### config.mk
export PLATFORM = sky130hd
export DESIGN_NAME = pixel_canvas_brush_flat
export DESIGN_NICKNAME = d
export VERILOG_FILES = /design/src/rtl/pixel_canvas_brush_if.sv /design/src/rtl/pixel_canvas_brush.sv /design/src/flat_wrapper.sv
export SDC_FILE = /design/constraint.sdc
export NUM_CORES = 1
export LEC_CHECK = 0
export BUFFER_PORTS_ARGS = -buffer_cell sky130_fd_sc_hd__buf_2
export CELL_PAD_IN_SITES_DETAIL_PLACEMENT = 1
export CELL_PAD_IN_SITES_GLOBAL_PLACEMENT = 1
export CORE_ASPECT_RATIO = 0.9
export CORE_UTILIZATION = 25
export CTS_BUF_LIST = sky130_fd_sc_hd__clkbuf_2 sky130_fd_sc_hd__clkbuf_4 sky130_fd_sc_hd__clkbuf_8
export DETAILED_ROUTE_END_ITERATION = 8
export GPL_TIMING_DRIVEN = 0
export PLACE_DENSITY = 0.42
export SYNTH_ARGS = -nofsm -noshare
export SYNTH_HDL_FRONTEND = slang
export SYNTH_SLANG_ARGS = --single-unit
### constraint.sdc
create_clock -name clk -period 6.6 [get_ports clk]
set_input_delay 1.98 -clock clk [delete_from_list [all_inputs] [get_ports clk]]
set_output_delay 1.98 -clock clk [all_outputs]
set_load 0.02 [all_outputs]
### src/rtl/pixel_canvas_brush_if.sv
// pixel_canvas_brush_if -- request/read bus of the pixel canvas brush.
//   rx/ry/color_code       : synchronous read port (1-cycle latency)
//   brush/wx/wy/radius/new_color : square brush stroke request
//   clear                  : full-screen clear request
//   ready                  : engine idle, request accepted this cycle
//   write_count            : pixel-write counter (only with PIXEL_CANVAS_WRITE_CNT_EN)
// master = requester/display side, slave = the canvas.
interface pixel_canvas_brush_if #(
  parameter int XW = 3,
  parameter int YW = 3,
  parameter int CB = 3,
  parameter int RW = 2
);
  logic [XW-1:0] rx;
  logic [YW-1:0] ry;
  logic [CB-1:0] color_code;
  logic          brush;
  logic [XW-1:0] wx;
  logic [YW-1:0] wy;
  logic [RW-1:0] radius;
  logic [CB-1:0] new_color;
  logic          clear;
  logic          ready;
`ifdef PIXEL_CANVAS_WRITE_CNT_EN
  logic [15:0]   write_count;
`endif

  modport master (
    output rx, ry, brush, wx, wy, radius, new_color, clear,
    input  color_code, ready
`ifdef PIXEL_CANVAS_WRITE_CNT_EN
    , input write_count
`endif
  );

  modport slave (
    input  rx, ry, brush, wx, wy, radius, new_color, clear,
    output color_code, ready
`ifdef PIXEL_CANVAS_WRITE_CNT_EN
    , output write_count
`endif
  );
endinterface

### src/rtl/pixel_canvas_brush.sv
// pixel_canvas_brush -- WIDTH x HEIGHT framebuffer of COLOR_BITS colour codes.
// A small FSM paints square brush strokes (side 2r+1, one candidate pixel per
// cycle, row-major, off-canvas pixels skipped but timed) and full-screen
// clears (one pixel per cycle). The read port is live in every state.
// Ports:
//   clk   : system clock, posedge
//   reset : asynchronous, active-low; array contents are not reset
//   bus   : pixel_canvas_brush_if.slave (read port, requests, ready)
// Optional: define PIXEL_CANVAS_WRITE_CNT_EN to add bus.write_count, a
// saturating 16-bit count of actual pixel writes.
module pixel_canvas_brush #(
  parameter int          WIDTH       = 8,
  parameter int          HEIGHT      = 8,
  parameter int          COLOR_BITS  = 3,
  parameter int          MAX_RADIUS  = 3,
  parameter int unsigned CLEAR_COLOR = 0
) (
  input  logic                 clk,
  input  logic                 reset,
  pixel_canvas_brush_if.slave  bus
);
  localparam int XW  = (WIDTH  > 1) ? $clog2(WIDTH)  : 1;
  localparam int YW  = (HEIGHT > 1) ? $clog2(HEIGHT) : 1;
  localparam int RW  = (MAX_RADIUS > 0) ? $clog2(MAX_RADIUS + 1) : 1;
  // Target arithmetic is wide enough that centre+offset never wraps back
  // into the canvas; negatives become huge unsigned and fail the < bound.
  localparam int TXW = ((XW > RW) ? XW : RW) + 2;
  localparam int TYW = ((YW > RW) ? YW : RW) + 2;

  typedef enum logic [1:0] {S_IDLE, S_PAINT, S_CLEAR} state_t;

  state_t state_q, state_d;

  logic [COLOR_BITS-1:0] mem [HEIGHT][WIDTH];
  logic [COLOR_BITS-1:0] color_q;

  // cx_q/cy_q hold the stroke centre in PAINT and the sweep index in CLEAR
  logic [XW-1:0]         cx_q;
  logic [YW-1:0]         cy_q;
  logic [RW-1:0]         r_q;
  logic [COLOR_BITS-1:0] col_q;
  logic signed [RW:0]    dx_q, dy_q;

  logic [RW-1:0]         r_clamp;
  logic signed [RW:0]    rin_s, r_s;
  logic [TXW-1:0]        tx;
  logic [TYW-1:0]        ty;
  logic                  last_off, last_px;

  logic                  we;
  logic [XW-1:0]         wa_x;
  logic [YW-1:0]         wa_y;
  logic [COLOR_BITS-1:0] wd;

  assign r_clamp = (bus.radius > RW'(MAX_RADIUS)) ? RW'(MAX_RADIUS) : bus.radius;
  assign rin_s   = $signed({1'b0, r_clamp});
  assign r_s     = $signed({1'b0, r_q});

  assign tx = {{(TXW-XW){1'b0}}, cx_q} + {{(TXW-RW-1){dx_q[RW]}}, dx_q};
  assign ty = {{(TYW-YW){1'b0}}, cy_q} + {{(TYW-RW-1){dy_q[RW]}}, dy_q};

  assign last_off = (dx_q == r_s) && (dy_q == r_s);
  assign last_px  = (cx_q == XW'(WIDTH - 1)) && (cy_q == YW'(HEIGHT - 1));

  assign bus.ready      = (state_q == S_IDLE);
  assign bus.color_code = color_q;

  always_ff @(posedge clk or negedge reset) begin
    if (!reset) state_q <= S_IDLE;
    else        state_q <= state_d;
  end

  always_comb begin
    state_d = state_q;
    unique case (state_q)
      S_IDLE: begin
        if (bus.clear)      state_d = S_CLEAR;
        else if (bus.brush) state_d = S_PAINT;
      end
      S_PAINT: if (last_off) state_d = S_IDLE;
      S_CLEAR: if (last_px)  state_d = S_IDLE;
      default: state_d = S_IDLE;
    endcase
  end

  always_ff @(posedge clk or negedge reset) begin
    if (!reset) begin
      cx_q  <= '0;
      cy_q  <= '0;
      r_q   <= '0;
      col_q <= '0;
      dx_q  <= '0;
      dy_q  <= '0;
    end else begin
      unique case (state_q)
        S_IDLE: begin
          if (bus.clear) begin
            cx_q <= '0;
            cy_q <= '0;
          end else if (bus.brush) begin
            cx_q  <= bus.wx;
            cy_q  <= bus.wy;
            r_q   <= r_clamp;
            col_q <= bus.new_color;
            dx_q  <= -rin_s;
            dy_q  <= -rin_s;
          end
        end
        S_PAINT: begin
          if (dx_q == r_s) begin
            dx_q <= -r_s;
            dy_q <= dy_q + (RW+1)'(1);
          end else begin
            dx_q <= dx_q + (RW+1)'(1);
          end
        end
        S_CLEAR: begin
          if (cx_q == XW'(WIDTH - 1)) begin
            cx_q <= '0;
            cy_q <= cy_q + YW'(1);
          end else begin
            cx_q <= cx_q + XW'(1);
          end
        end
        default: ;
      endcase
    end
  end

  always_comb begin
    we   = 1'b0;
    wa_x = cx_q;
    wa_y = cy_q;
    wd   = col_q;
    unique case (state_q)
      S_PAINT: begin
        we   = (tx < TXW'(WIDTH)) && (ty < TYW'(HEIGHT));
        wa_x = tx[XW-1:0];
        wa_y = ty[YW-1:0];
      end
      S_CLEAR: begin
        we = 1'b1;
        wd = COLOR_BITS'(CLEAR_COLOR);
      end
      default: ;
    endcase
  end

  // Non-blocking read and write on the same edge give read-before-write.
  always_ff @(posedge clk) begin
    if (we) mem[wa_y][wa_x] <= wd;
  end

  always_ff @(posedge clk or negedge reset) begin
    if (!reset)
      color_q <= '0;
    else if (({1'b0, bus.rx} < (XW+1)'(WIDTH)) && ({1'b0, bus.ry} < (YW+1)'(HEIGHT)))
      color_q <= mem[bus.ry][bus.rx];
    else
      color_q <= '0;
  end

`ifdef PIXEL_CANVAS_WRITE_CNT_EN
  logic [15:0] wcnt_q;

  always_ff @(posedge clk or negedge reset) begin
    if (!reset)                  wcnt_q <= '0;
    else if (we && wcnt_q != '1) wcnt_q <= wcnt_q + 16'd1;
  end

  assign bus.write_count = wcnt_q;
`endif

endmodule

### src/flat_wrapper.sv
// flat-port wrapper written by rule: the top's interface ports become plain ports
module pixel_canvas_brush_flat 
#(
  parameter int          WIDTH       = 8,
  parameter int          HEIGHT      = 8,
  parameter int          COLOR_BITS  = 3,
  parameter int          MAX_RADIUS  = 3,
  parameter int unsigned CLEAR_COLOR = 0
)
  (clk, reset, bus_rx, bus_ry, bus_brush, bus_wx, bus_wy, bus_radius, bus_new_color, bus_clear, bus_color_code, bus_ready);
  pixel_canvas_brush_if #(.XW((3)), .YW((3)), .CB((3)), .RW((2))) bus_i ();
  input  logic clk;
  input  logic reset;
  input wire logic [$bits(bus_i.rx)-1:0] bus_rx;
  input wire logic [$bits(bus_i.ry)-1:0] bus_ry;
  input wire logic [$bits(bus_i.brush)-1:0] bus_brush;
  input wire logic [$bits(bus_i.wx)-1:0] bus_wx;
  input wire logic [$bits(bus_i.wy)-1:0] bus_wy;
  input wire logic [$bits(bus_i.radius)-1:0] bus_radius;
  input wire logic [$bits(bus_i.new_color)-1:0] bus_new_color;
  input wire logic [$bits(bus_i.clear)-1:0] bus_clear;
  output wire logic [$bits(bus_i.color_code)-1:0] bus_color_code;
  output wire logic [$bits(bus_i.ready)-1:0] bus_ready;
  assign bus_i.rx = bus_rx;
  assign bus_i.ry = bus_ry;
  assign bus_i.brush = bus_brush;
  assign bus_i.wx = bus_wx;
  assign bus_i.wy = bus_wy;
  assign bus_i.radius = bus_radius;
  assign bus_i.new_color = bus_new_color;
  assign bus_i.clear = bus_clear;
  assign bus_color_code = bus_i.color_code;
  assign bus_ready = bus_i.ready;
  pixel_canvas_brush #(.WIDTH(WIDTH), .HEIGHT(HEIGHT), .COLOR_BITS(COLOR_BITS), .MAX_RADIUS(MAX_RADIUS), .CLEAR_COLOR(CLEAR_COLOR)) u_core (.clk(clk), .reset(reset), .bus(bus_i));
endmodule
# == Word-level counts from Yosys, hierarchy flattened ==
# Memory sizes are Yosys's and may differ from the RTL's.
# Cells that the tools add are included.
# Widths: inputs -> output; s select.
# classes
addsub,8
n_mul,0
div_mod_pow,0
magnitude_cmp,6
eq_ne,13
shift,0
n_mux,31
n_bitwise,3
n_reduce_logical,13
# op_table
op,count
$mux 3,16
$mux 24,1
$pmux 3 s2,4
$reduce_and 3->1,4
$add 4x3->5,2
$lt 5x4->1 const B,2
$mux 2,5
$bmux 3 s3,1
$demux 3 s3,1
$ge 4x4->1 const B,2
$ne 2x1->1 const B,4
$not 3->4,2
$add 3x1->3 const B,2
$add 3x2->3 const B,2
$eq 3x3->1,2
$eq 3x3->1 const B,2
$neg 2->3,2
$pmux 2 s3,1
$logic_and 1x1->1,4
$lt 4x1->1 const B,1
$ne 2x2->1 const B,2
$reduce_and 4->1,1
$reduce_bool 2->1,2
$ne 3x3->1 const B,1
other kinds (8),8
# totals
ff_bits,22
latch_bits,0
ramBits,192
mem_bits_ro,0
input_bits,21
elab_cells,83
mem_count,1
# memory_table
name,depth,word_bits,read_ports,rd_ports_with_merged_regs,write_ports,line_no,source
u_core.mem,8,24,1,0,1,pixel_canvas_brush.sv:34,logic [COLOR_BITS-1:0] mem [HEIGHT][WIDTH];

# == Logic depth before layout (Yosys ltp) ==
# Gate-level depths: netlist (run 1).
# depth
depth_word,8
ltp_mapped,9
mapped_depth_nobuf,8

# == Worst setup path after synthesis (run 1) ==
# OpenSTA, ideal clock, no wires.
# synth_path
path_type,input-to-reg
start,input bus_ry[0]
end,"register u_core.color_q[1], in the netlist u_core.bus.color_code[1]"
arrival_time_ps,3296
required_ps,6474
path_slack_ps,3177
stages,6
cell_sequence,buf_6 -> buf_12 -> mux4_2 -> a22oi_2 -> a31oi_1 -> a311o_1
# synth_via
elab_chain_len,4
# synth_rtl
item,line_no,source
from (decl),flat_wrapper.sv:15,input wire logic [$bits(bus_i.ry)-1:0] bus_ry;
$mem_v2 8x24,-,
$bmux 3 s3,pixel_canvas_brush.sv:158,color_q <= mem[bus.ry][bus.rx];
$mux 3 (not written as such) (2 in a row),pixel_canvas_brush.sv:158,
to (signal assigned),pixel_canvas_brush.sv:158,
to (decl),pixel_canvas_brush.sv:35,logic [COLOR_BITS-1:0] color_q;
# No other way between the ends. The select of a mux whose other input is x is not followed.
# A chain may end at the register's enable or synchronous reset.

# == Worst setup path in the final report (run 1) ==
# layout_path
start,register u_core.dx_q[0]
end,memory u_core.mem[7][5] (netlist name) (enable)
# layout_via
elab_chain_len,8
elab_cells_between_ends,13
cone_classes,1 x add/sub; 3 x order compare; 6 x mux; 1 x bitwise; 2 x reduce/logical
# layout_rtl
item,line_no,source
from (decl),pixel_canvas_brush.sv:42,"logic signed [RW:0] dx_q, dy_q;"
from (signal assigned),pixel_canvas_brush.sv:105,dx_q <= -rin_s;
from (signal assigned),pixel_canvas_brush.sv:111,dx_q <= -r_s;
from (signal assigned),pixel_canvas_brush.sv:114,dx_q <= dx_q + (RW+1)'(1);
$add 4x3->5 *,pixel_canvas_brush.sv:59,"assign tx = {{(TXW-XW){1'b0}}, cx_q} + {{(TXW-RW-1){dx_q[RW]}}, dx_q};"
$mux 3,pixel_canvas_brush.sv:135,unique case (state_q)
$not 3->4 (not written as such),pixel_canvas_brush.sv:151,if (we) mem[wa_y][wa_x] <= wd;
$ge 4x4->1 (not written as such) / $lt 4x1->1 (equally long branches),pixel_canvas_brush.sv:151,
$logic_and 1x1->1 (not written as such),pixel_canvas_brush.sv:151,
$mux 3 (not written as such),pixel_canvas_brush.sv:151,
$demux 3 s3,pixel_canvas_brush.sv:151,
$mux 24 (not written as such) *,pixel_canvas_brush.sv:151,
to (decl),pixel_canvas_brush.sv:34,
# Every way passes the cells marked *; elsewhere a longest branch is shown, timed or not.

==> summary.md, run 1 <==
| Metric | Value |
|---|---|
| First-pass GRT wire length | 47300 um |
| Initial antenna violation count | 0 |
| Slew margin rel. | 26.7% |
| Antenna cell count | 0 |
| Total Power | 0.00457 W |
| Postcts setup bufs | 0 |
| TritonCTS Buffers | 40 |
| Hold Crit Start | u_core.col_q[2] |
| Skew-Pair Late Insertion Delay | 0.59 ns |
| Slew @ Worst Pin | 1.10 ns |
| Period utilization | 57.9% |
| Post-route ant nets | 0 |
| Vias per Instance | 5.00 |
| Power per cell area | 393 nW/um2 |
| RSZ-0062 raised after global routing | false |
| Final instance area | 11600 um2 |
| Skew final | 0.0278 ns |
| DR vias | 6419 |
| EDFF count, synth | 192 |
| DR pass1 iterations | 5 |
| P&R area growth vs syn | 15.7% |
| Seq/Total Area, Yosys | 62.9% |
| Largest net degree at the start of global routing | 49 |
| Leak Pwr | 3.76 nW |
| Status | finished clean |
| GPL Wtd Cong | 0.897 |
| Fin. Hold Viols | 0 |
| CP max FO | 10 |
| Post-Syn Instances | 659 |
| Cell area after placement | 10900 um2 |
| Primary FF master, synth | edfxtp_1 |
| Finished Core Util | 29.4% |
| Drt total wl | 32100 um |
| Reg2reg start | u_core.dx_q[0] |
| H-tree levels | 2 |
| Nets@finish | 770 |
| Top Ports | 25 |
| Post-synth ARST share | 10.3% |
| Worst EP required | 6.80 ns |
| Num rows | 69 |
| CTS max path bufs | 3 |
| Final-layout fill cell count | 4254 |
| Reg clk slew, reported paths | 0.06 ns |
| Max cap viols | 0 |
| Mapped Avg Cell Area | 15.2 um2 |
| WL/cell | 25.0 um |
| Die Y | 192 um |
| Die W | 213 um |
| Yosys reg bits | 214 |
| CTS tree | built |
| Synth area leaders | edfxtp_1 (57%), mux4_2 (7.9%), dfrtp_1 (5.5%) |
| Initial core utilization | 25.4% |
| R2R cell count | 6 |
| Crit start category | register |
| Min cycle time layout | 3.82 ns |
| Max Clk Rate | 0.262 GHz |
| Cell taking the most area after synthesis | edfxtp_1 |
| Synth Net Count | 701 |
| Worst R2R Setup Slack | 2.78 ns |
| Starting DRT DRC Count | 513 |
| Worst Hold Endpoint | u_core.col_q[2] |
| Vias in the first global route | 6897 |
| Yosys cell types | 56 |
| Crit Reg-Reg Endpoint | u_core.mem[7][5] |
| CTS resizes | 0 |
| Synth Warn # | 0 |
| Share of layout cells above drive strength 1 | 20.5% |
| Final Slew Violations | 0 |
| WHS Path Cells | 2 |
| Port bufs | 24 |
| Sink Count | 214 |
| Setup TNS | 0 ns |
| DP Wirelength | 23000 um |
| Peak supply drop | 137 uV |
| Netlist Area Pre-Place | 10000 um2 |
| WP data arrival | 4.02 ns |
| CP max stage delay | 0.99 ns |
| Hold_buf cts | 0 |
| Die footprint | 40900 um2 |
| Slowest-stage cell, CP | o32ai_1 |
| Top cell type's share of synthesized area | 57.4% |
| Core box area | 39500 um2 |
| CP Capture Type | register |
| GRT Overall Usage | 16.3% |
| Root Buffer | clkbuf_8 |
| Worst min-delay path class | register to register |
| Worst-path cell chain | ha_1 > fa_1 > a2111oi_0 > o22ai_1 > clkbuf_1 > o32ai_1 |
| DRC Markers | 0 |
| Grt total ovfl | 0 |
| Count of final setup violators | 0 |
| CP Class | register to register |
[cells by family (layout without fill, tap and decap cells)]
logic type	after synthesis	in the layout	share of synthesized area, %
DFF	214	214	62.9
and+or+nand+nor	156	156	7.51
AOI/OAI and AO/OA	140	140	10.2
muxes	68	68	13.0
buffers and inverters	53	146	2.98
adders and majority gates	21	21	2.77
xor gates and xnor gates	7	7	0.611
[where the power goes]
group	switching (W)	total (W)	internal [W]
Clock	0.000564	0.00119	0.000627
Sequential	0.0000922	0.00184	0.00175
Combinational	0.00113	0.00154	0.000416
[cell type report]
| cell class | count | area, um2 | share of cell area, % |
|---|---|---|---|
| Tap cell | 532 | 666 | 5.73 |
| Inverter | 15 | 56.3 | 0.485 |
| Sequential cell | 214 | 6320 | 54.4 |
| Clock buffer | 51 | 633 | 5.45 |
| Buffer | 38 | 243 | 2.09 |
| Clock inverter | 15 | 77.6 | 0.668 |
| Timing Repair Buffer | 27 | 180 | 1.55 |
| Multi-Input combinational cell | 392 | 3440 | 29.6 |
[cells in the final DEF, fill, tap and decap left out, drive strengths merged, types with 2 or more instances in the layout]
master	netlist	final
a2111oi	3	3
a21oi	15	15
a221oi	2	2
a22oi	4	4
a31oi	6	6
a32o	2	2
and2	7	7
buf	17	44
clkbuf	21	72
clkinv	0	12
dfrtp	22	22
edfxtp	192	192
fa	2	2
ha	19	19
inv	15	17
mux2	7	7
mux2i	15	15
mux4	46	46
nand2	71	71
nand2b	5	5
nand3	20	20
nand3b	9	9
nand4	11	11
nor2	14	14
nor2b	11	11
nor3	4	4
o21ai	18	18
o221ai	2	2
o22ai	28	28
o311ai	2	2
o31ai	2	2
o32ai	49	49
xnor2	2	2
xor2	5	5
[through the flow]
stage                     hold WS (ns)  instances  setup slack (ns)
after floorplan                  0.438        659              3.18
after global placement           0.472       1215              1.14
after detailed placement         0.494       1218              2.33
after CTS                        0.508       1284              2.80
after global routing             0.535       1284              2.49
final                            0.494       1284              2.78
[worst max-delay path, delay by kind of cell, from the launching register on]
family                     cells  cell delay, ns
adders and majority gates      2            0.70
buffers and inverters          1            0.42
AOI/OAI and AO/OA              3            1.85
DFF                            1            0.47
[state kept, by name, summed over array words and instances (netlist names)]
name,cells
u_core.col_q,3
u_core.dx_q,3
u_core.mem,192
u_core.state_q,2
u_core.r_q,2
u_core.dy_q,3
u_core.cx_q,3
u_core.cy_q,3
u_core.bus.color_code,3
[worst max-delay path by stage]
stage / startpoint / end / slack [ns] / cells after the start
floorplan: bus_ry[0] / u_core.bus.color_code[1] / 3.18 / 6
global route: u_core.cy_q[0] / u_core.mem[7][3] / 2.49 / 6
CTS: u_core.dx_q[0] / u_core.mem[6][20] / 2.80 / 6
detailed placement: bus_ry[1] / u_core.bus.color_code[0] / 2.33 / 9
global placement: u_core.state_q[0] / u_core.mem[2][18] / 1.14 / 5
finish: u_core.dx_q[0] / u_core.mem[7][5] / 2.78 / 6
[routing by layer]
| layer | part of all wire [%] | track usage [%] |
|---|---|---|
| met5 | 0 | 0 |
| met4 | 1.6 | 4.29 |
| met3 | 4.6 | 3.30 |
| met2 | 46 | 26.0 |
| met1 | 47 | 22.6 |
[synthesized netlist by cell type (5+ instances only)]
cell	number
mux4_2	35
buf_6	7
nand2b_1	5
nand2_1	71
o22ai_1	28
nand3b_1	9
inv_1	15
a31oi_1	6
dfrtp_1	22
nand3_1	20
buf_2	7
o32ai_1	48
clkbuf_1	18
nor2b_1	11
ha_1	19
nor2_1	14
mux2_2	6
and2_1	7
mux4_1	11
a21oi_1	15
xor2_1	5
mux2i_1	15
edfxtp_1	192
nand4_1	11
o21ai_0	16
Note: power is estimated with default switching activity, not from simulation.
==> run 2: changes to the inputs <==
--- a/config.mk
+++ b/config.mk
@@ -13,7 +13,7 @@
 export CTS_BUF_LIST = sky130_fd_sc_hd__clkbuf_2 sky130_fd_sc_hd__clkbuf_4 sky130_fd_sc_hd__clkbuf_8
 export DETAILED_ROUTE_END_ITERATION = 8
 export GPL_TIMING_DRIVEN = 0
-export PLACE_DENSITY = 0.42
+export PLACE_DENSITY = 0.44
 export SYNTH_ARGS = -nofsm -noshare
 export SYNTH_HDL_FRONTEND = slang
 export SYNTH_SLANG_ARGS = --single-unit
==> constraint.sdc (replaced) <==
create_clock -name clk -period 3.45 [get_ports clk]
set_input_delay 1.035 -clock clk [delete_from_list [all_inputs] [get_ports clk]]
set_output_delay 1.035 -clock clk [all_outputs]
set_load 0.02 [all_outputs]
==> run 2 against run 1 <==
Net effect: the flow now finishes with violations (negative setup slack); non-clock buffer count stayed put; first-iteration DRC count shrank 19%; global-route usage is 0.37 points lower; via count up 0.30%; combinational power rose by 120%; critical path type unchanged; sequential share of layout area fell by 3.1 points; worst setup slack worse by 2.9 ns; largest power group unchanged.
==> summary.md, run 2 (synthesis results as in run 1) <==
| Metric | Value |
|---|---|
| DRC Markers | 0 (unchanged) |
| Max cap viols | 0 (unchanged) |
| Hold Crit Start | u_core.col_q[2] |
| Grt total ovfl | 0 (unchanged) |
| Worst EP required | 3.66 ns (-3.14 ns) |
| Max Clk Rate | 0.282 GHz (+7.7%) |
| Crit path max-delay family | compound AO/OA/AOI/OAI gates |
| Buf+Inv Stages, Crit Path | 0 (-1) |
| CP max FO | 8 (-2) |
| Peak supply drop | 402 uV (+190%) |
| Finished Core Util | 31.1% (+1.8 points) |
| Total Power | 0.00936 W (+100%) |
| Comb pwr share | 36.4% (+2.7 points) |
| Starting DRT DRC Count | 414 (-19%) |
| TritonCTS Buffers | 39 (-2.5%) |
| DP Wirelength | 22700 um (-1.7%) |
| Slew margin rel. | 40.7% (+14 points) |
| Crit start category | register |
| Slew @ Worst Pin | 0.890 ns (-0.209 ns) |
| Port bufs | 24 (unchanged) |
| Slowest-stage cell, CP | nand2_1 |
| CP max stage delay | 0.51 ns (-0.48 ns) |
| Number of flip-flops under the largest register name | 192 (unchanged) |
| Met2 wire length | 14900 um (about the same) |
| CTS max path bufs | 3 (unchanged) |
| Die W | 213 um (unchanged) |
| Num rows | 69 (unchanged) |
| Int Pwr | 0.00560 W (+100%) |
| First-pass GRT wire length | 46400 um (-1.9%) |
| Initial core utilization | 25.4% (unchanged) |
| Vias in the first global route | 6794 (-1.5%) |
| Area of the multi-input gates | 4050 um2 (+18%) |
| Sink Count | 214 (unchanged) |
| Power per cell area | 761 nW/um2 (+93%) |
| Post-route ant nets | 0 (unchanged) |
| CP Class | register to register |
| Drt total wl | 32000 um (-0.51%) |
| Setup TNS | -0.937 ns (-0.937 ns) |
| Most common cell after layout, fill and taps aside | edfxtp_1 |
| Antenna cell count | 0 (unchanged) |
| DRT met1 WL | 14900 um (-2.6%) |
| Clock share of power | 26.1% (about the same) |
| FF/Latch Area | 6320 um2 (unchanged) |
| Share of layout cells above drive strength 1 | 31.2% (+11 points) |
| Reg2reg start | u_core.dx_q[0] |
| Largest net degree at the start of global routing | 45 (-8.2%) |
| Skew-Pair Late Insertion Delay | 0.56 ns (-0.03 ns) |
| DR vias | 6438 (+0.30%) |
| Crit Reg-Reg Endpoint | u_core.mem[4][3] |
| Switching power | 0.00376 W (+110%) |
| Top Ports | 25 (unchanged) |
| Nets@finish | 769 (-0.13%) |
| Violated checks | negative setup slack |
| Initial antenna violation count | 0 (unchanged) |
| Most used cell, CP | nand2_1 |
| Final worst slack | -0.0949 ns (-2.88 ns) |
| Worst Hold Endpoint | u_core.col_q[2] |
| WL/cell | 24.8 um (-0.82%) |
| Min cycle time layout | 3.54 ns (-0.274 ns) |
| Root Buffer | clkbuf_8 |
| Leak Pwr | 3.86 nW (+2.7%) |
| H-tree levels | 2 (unchanged) |
| Final-layout fill cell count | 4190 (-1.5%) |
| WHS Path Cells | 2 (unchanged) |
| CP Capture Type | register |
| Die footprint | 40900 um2 (unchanged) |
| DR pass1 iterations | 5 (unchanged) |
| Cell area after placement | 10900 um2 (unchanged) |
| Vias per Instance | 5.00 (about the same) |
| Seq pwr share | 37.5% (-2.7 points) |
| WP data arrival | 3.75 ns (-0.27 ns) |
| Most frequent cells in the layout | edfxtp_1 (192), nand2_1 (69), clkbuf_8 (45) |
| Fin. Hold Viols | 0 (unchanged) |
| GPL Wtd Cong | 0.904 (+0.71%) |
| CTS tree | built |
| GRT Overall Usage | 16.0% (-0.37 points) |
| Period utilization | 103% (+45 points) |
| Count of final setup violators | 26 (+26) |
| Top reg by flops | u_core.mem |
| DR top layer | met4 |
| Status | complete, but fails checks |
| R2R cell count | 7 (+1) |
| Core box area | 39500 um2 (unchanged) |
| Die Y | 192 um (unchanged) |
| Final Slew Violations | 0 (unchanged) |
| P&R area growth vs syn | 22.7% |
| Reg clk slew, reported paths | 0.06 ns (about the same) |
| Skew final | 0.0299 ns (+0.00209 ns) |
| RSZ-0062 raised after global routing | true |
| Final instance area | 12300 um2 (+6.0%) |
| Worst-path cell chain | ha_1 > fa_1 > xnor2_1 > nand2_1 > o21ai_0 > nand2_1 > o22ai_2 |
| Postcts setup bufs | 0 (unchanged) |
| Worst R2R Setup Slack | -0.09 ns (-2.88 ns) |
| Met3 wire length | 1520 um (+2.2%) |
| Sw frac | 40.2% (+1.2 points) |
| Worst min-delay path class | register to register |
## run 2: cell count changes in the layout (fill, tap and decap cells not counted), sizes merged
cell and delta:
buf +1, bufinv +1, clkbuf +3, inv -1
## run 2: power groups by stage
| stage | registers, W | logic, W | clock network (W) |
|---|---|---|---|
| 3_3_place_gp | 0.00362 | 0.00269 | 0 |
| 3_5_place_dp | 0.00357 | 0.00291 | 0 |
| 4_1_cts | 0.00352 | 0.00311 | 0.00253 |
| 5_1_grt | 0.00354 | 0.00368 | 0.00263 |
| 6_report | 0.00351 | 0.00341 | 0.00244 |
| 2_1_floorplan | 0.00354 | 0.00180 | 0 |
## run 2: worst register-to-register path: stages, from the launching register on
cell	delay, ns
dfrtp_1	0.47
ha_1	0.27
fa_1	0.43
xnor2_1	0.35
nand2_1	0.31
o21ai_0	0.36
nand2_1	0.51
o22ai_2	0.50
## run 2: final cells by class
| cell class | instances | share of cell area (%) |
|---|---|---|
| Clock buffer | 55 | 5.59 |
| Tap cell | 532 | 5.41 |
| Inverter | 15 | 0.457 |
| Buffer | 38 | 2.04 |
| Multi-Input combinational cell | 392 | 32.9 |
| Sequential cell | 214 | 51.3 |
| Timing Repair Buffer | 27 | 1.46 |
| Clock inverter | 15 | 0.793 |
## run 2: how the worst max path moves through the flow
stage	start	cells past startpoint	to
floorplan	u_core.state_q[0]	5	u_core.mem[0][0]
global placement	u_core.state_q[0]	5	u_core.mem[3][7]
detailed placement	u_core.dy_q[0]	6	u_core.mem[6][19]
CTS	u_core.dx_q[0]	6	u_core.mem[4][12]
global route	u_core.dx_q[0]	7	u_core.mem[4][3]
finish	u_core.dx_q[0]	7	u_core.mem[4][3]
## run 2: layer usage
layer  global-route usage, %  up-vias
li1                        -     2848
met1                    21.9     3377
met2                    25.5      163
met3                    3.01       50
met4                    4.73        0
met5                       0        -
## run 2: metrics by stage
| stage | hold slack (ns) | setup WS, ns | instances |
|---|---|---|---|
| floorplan | 0.438 | 0.345 | 659 |
| global placement | 0.475 | -1.82 | 1215 |
| detailed placement | 0.488 | -0.263 | 1218 |
| CTS | 0.502 | -0.168 | 1288 |
| global route | 0.513 | -0.155 | 1288 |
| finish | 0.490 | -0.0949 | 1288 |
## run 2: what timing repair did
| action | CTS | global route |
|---|---|---|
| endpoints found under the setup margin | 118 | 186 |
| gates cloned | 0 | 0 |
| hold buffers | 0 | 0 |
| gates resized for setup | 38 | 64 |
==> run 3: changes to the inputs <==
--- a/config.mk
+++ b/config.mk
@@ -6,14 +6,12 @@
 export NUM_CORES = 1
 export LEC_CHECK = 0
 export BUFFER_PORTS_ARGS = -buffer_cell sky130_fd_sc_hd__buf_2
-export CELL_PAD_IN_SITES_DETAIL_PLACEMENT = 1
-export CELL_PAD_IN_SITES_GLOBAL_PLACEMENT = 1
 export CORE_ASPECT_RATIO = 0.9
 export CORE_UTILIZATION = 25
 export CTS_BUF_LIST = sky130_fd_sc_hd__clkbuf_2 sky130_fd_sc_hd__clkbuf_4 sky130_fd_sc_hd__clkbuf_8
 export DETAILED_ROUTE_END_ITERATION = 8
 export GPL_TIMING_DRIVEN = 0
-export PLACE_DENSITY = 0.44
+export PLACE_DENSITY = 0.39
 export SYNTH_ARGS = -nofsm -noshare
 export SYNTH_HDL_FRONTEND = slang
 export SYNTH_SLANG_ARGS = --single-unit
==> run 3 against run 2 <==
Net effect: the run now ends clean; cell count down 0.62%; worst hold slack gained 0.0094 ns; flip-flop and latch count unchanged; die area unchanged; fmax increased by 5.4%; wire length decreased by 5.4%; clock-buffer cell count is 4 lower; combinational power is essentially flat; non-clock buffer count did not move; critical endpoint is now u_core.mem[7][19]; highest routed layer unchanged.
==> summary.md, run 3 (synthesis results as in run 1) <==
| Metric | Value |
|---|---|
| Most common cell after layout, fill and taps aside | edfxtp_1 |
| Share of layout cells above drive strength 1 | 31.0% (-0.20 points) |
| Hold_buf cts | 0 (unchanged) |
| Number of flip-flops under the largest register name | 192 (unchanged) |
| DRC Markers | 0 (unchanged) |
| Vias per Instance | 5.03 (+0.59%) |
| Leak Pwr | 3.84 nW (-0.68%) |
| Die Y | 192 um (unchanged) |
| Comb pwr share | 36.9% (+0.5 points) |
| Slew @ Worst Pin | 0.895 ns (+0.00479 ns) |
| Worst R2R Setup Slack | 0.09 ns (+0.18 ns) |
| Antenna cell count | 0 (unchanged) |
| Initial core utilization | 25.4% (unchanged) |
| RSZ-0062 raised after global routing | true |
| Postcts setup bufs | 0 (unchanged) |
| GRT Overall Usage | 15.0% (-0.92 points) |
| Cell Count, Final, Fillers Out | 1280 (-0.62%) |
| Peak supply drop | 431 uV (+7.3%) |
| Starting DRT DRC Count | 733 (+77%) |
| Clock share of power | 25.2% (-0.9 points) |
| Worst min-delay path class | register to register |
| CP max FO | 8 (unchanged) |
| H-tree levels | 2 (unchanged) |
| Switching power | 0.00371 W (-1.4%) |
| Reg clk slew, reported paths | 0.06 ns (about the same) |
| Slew margin rel. | 40.3% (-0.32 points) |
| WL/cell | 23.6 um (-4.8%) |
| Sink Count | 214 (unchanged) |
| TritonCTS Buffers | 37 (-5.1%) |
| Max cap viols | 0 (unchanged) |
| Cell area after placement | 10900 um2 (unchanged) |
| Period utilization | 97.5% (-5.3 points) |
| Dpl cells | 1218 (unchanged) |
| Count of final setup violators | 0 (-100%) |
| CP Class | register to register |
| Sw frac | 40.1% (-0.14 points) |
| Final Slew Violations | 0 (unchanged) |
| Skew final | 0.0348 ns (+0.00485 ns) |
| CTS max path bufs | 3 (unchanged) |
| Worst EP required | 3.65 ns (about the same) |
| Final instance area | 12300 um2 (-0.19%) |
| CTS tree | built |
| Status | finished clean |
| Port bufs | 24 (unchanged) |
| Largest net degree at the start of global routing | 49 (+8.9%) |
| Crit start category | register |
| Die W | 213 um (unchanged) |
| CP startpoint | u_core.dx_q[0] |
| Hold Crit Start | u_core.col_q[0] |
| Vias in the first global route | 6517 (-4.1%) |
| Reg2reg start | u_core.dx_q[0] |
| Die footprint | 40900 um2 (unchanged) |
| Top Ports | 25 (unchanged) |
| GPL Wtd Cong | 0.958 (+6.0%) |
| Root Buffer | clkbuf_8 |
| Max Clk Rate | 0.297 GHz (+5.4%) |
| Min cycle time layout | 3.36 ns (-0.182 ns) |
| Initial antenna violation count | 0 (unchanged) |
| Nets@finish | 767 (-0.26%) |
| DP Wirelength | 21100 um (-6.8%) |
| DR vias | 6436 (-0.031%) |
| CP Capture Type | register |
| Grt total ovfl | 0 (unchanged) |
| P&R area growth vs syn | 22.4% |
| Post-route ant nets | 0 (unchanged) |
| Top reg by flops | u_core.mem |
| Skew-Pair Late Insertion Delay | 0.56 ns (about the same) |
| Total Power | 0.00926 W (-1.1%) |
| Fin. Hold Viols | 0 (unchanged) |
| First-pass GRT wire length | 44200 um (-4.7%) |
| Power per cell area | 754 nW/um2 (-0.90%) |
| DR pass1 iterations | 5 (unchanged) |
| Drt total wl | 30200 um (-5.4%) |
| Core box area | 39500 um2 (unchanged) |
| Int Pwr | 0.00555 W (-0.85%) |
| WP data arrival | 3.56 ns (-0.19 ns) |
| Setup TNS | 0 ns (+0.937 ns) |
| Seq pwr share | 37.9% (+0.4 points) |
| Num rows | 69 (unchanged) |
| Most frequent cells in the layout | edfxtp_1 (192), nand2_1 (65), clkbuf_8 (39) |
## run 3: metal layers
| layer | vias to the layer above | wire length (um) | global-route usage, % |
|---|---|---|---|
| met5 | - | 0 | 0 |
| met4 | 0 | 699 | 4.51 |
| met3 | 51 | 1930 | 3.29 |
| met2 | 247 | 13800 | 23.4 |
| met1 | 3289 | 13800 | 20.9 |
| li1 | 2849 | - | - |
## run 3: final cells by class
cell class              instances  area (um2)
repair buffers                 27         180
multi-input cells             392        4090
fillers                      3963       27300
well taps                     532         666
flip-flops and latches        214        6320
inverters                      15        56.3
clock buffers                  51         621
clock inverters                11         106
plain buffers                  38         253
## run 3: final timing paths
path,cells after the start,end
worst max-delay path,7,u_core.mem[7][19]
worst min-delay path,2,u_core.col_q[0]
worst max register to register,7,u_core.mem[7][19]
worst min register to register,2,u_core.col_q[0]
max in group asynchronous,1,u_core.state_q[0]
min in group asynchronous,1,u_core.bus.color_code[0]
## run 3: timing repair
action	4_1_cts	5_1_grt
endpoints found under the setup margin	111	192
endpoints found under the hold margin	0	0
gates resized for setup	27	84
## run 3: per-stage QoR
stage,hold slack (ns),utilization (%),worst slack [ns]
after detailed placement,0.475,27.6,-0.279
after global placement,0.457,27.4,-1.81
after global routing,0.522,31.1,-0.0764
after CTS,0.499,29.9,-0.245
after floorplan,0.438,-,0.345
final,0.500,31.1,0.0873
## run 3: power by group through the flow
stage | combinational, W | clock, W | sequential [W]
global placement | 0.00264 | 0 | 0.00362
finish | 0.00341 | 0.00234 | 0.00351
global route | 0.00369 | 0.00252 | 0.00354
detailed placement | 0.00282 | 0 | 0.00357
floorplan | 0.00180 | 0 | 0.00354
CTS | 0.00296 | 0.00242 | 0.00351
## run 3: critical path: stages (launching register included)
cell,delay (ns)
dfrtp_1,0.48
ha_1,0.28
fa_1,0.44
xnor2_1,0.20
and2_1,0.24
a21oi_1,0.42
nand2_1,0.44
o22ai_2,0.50
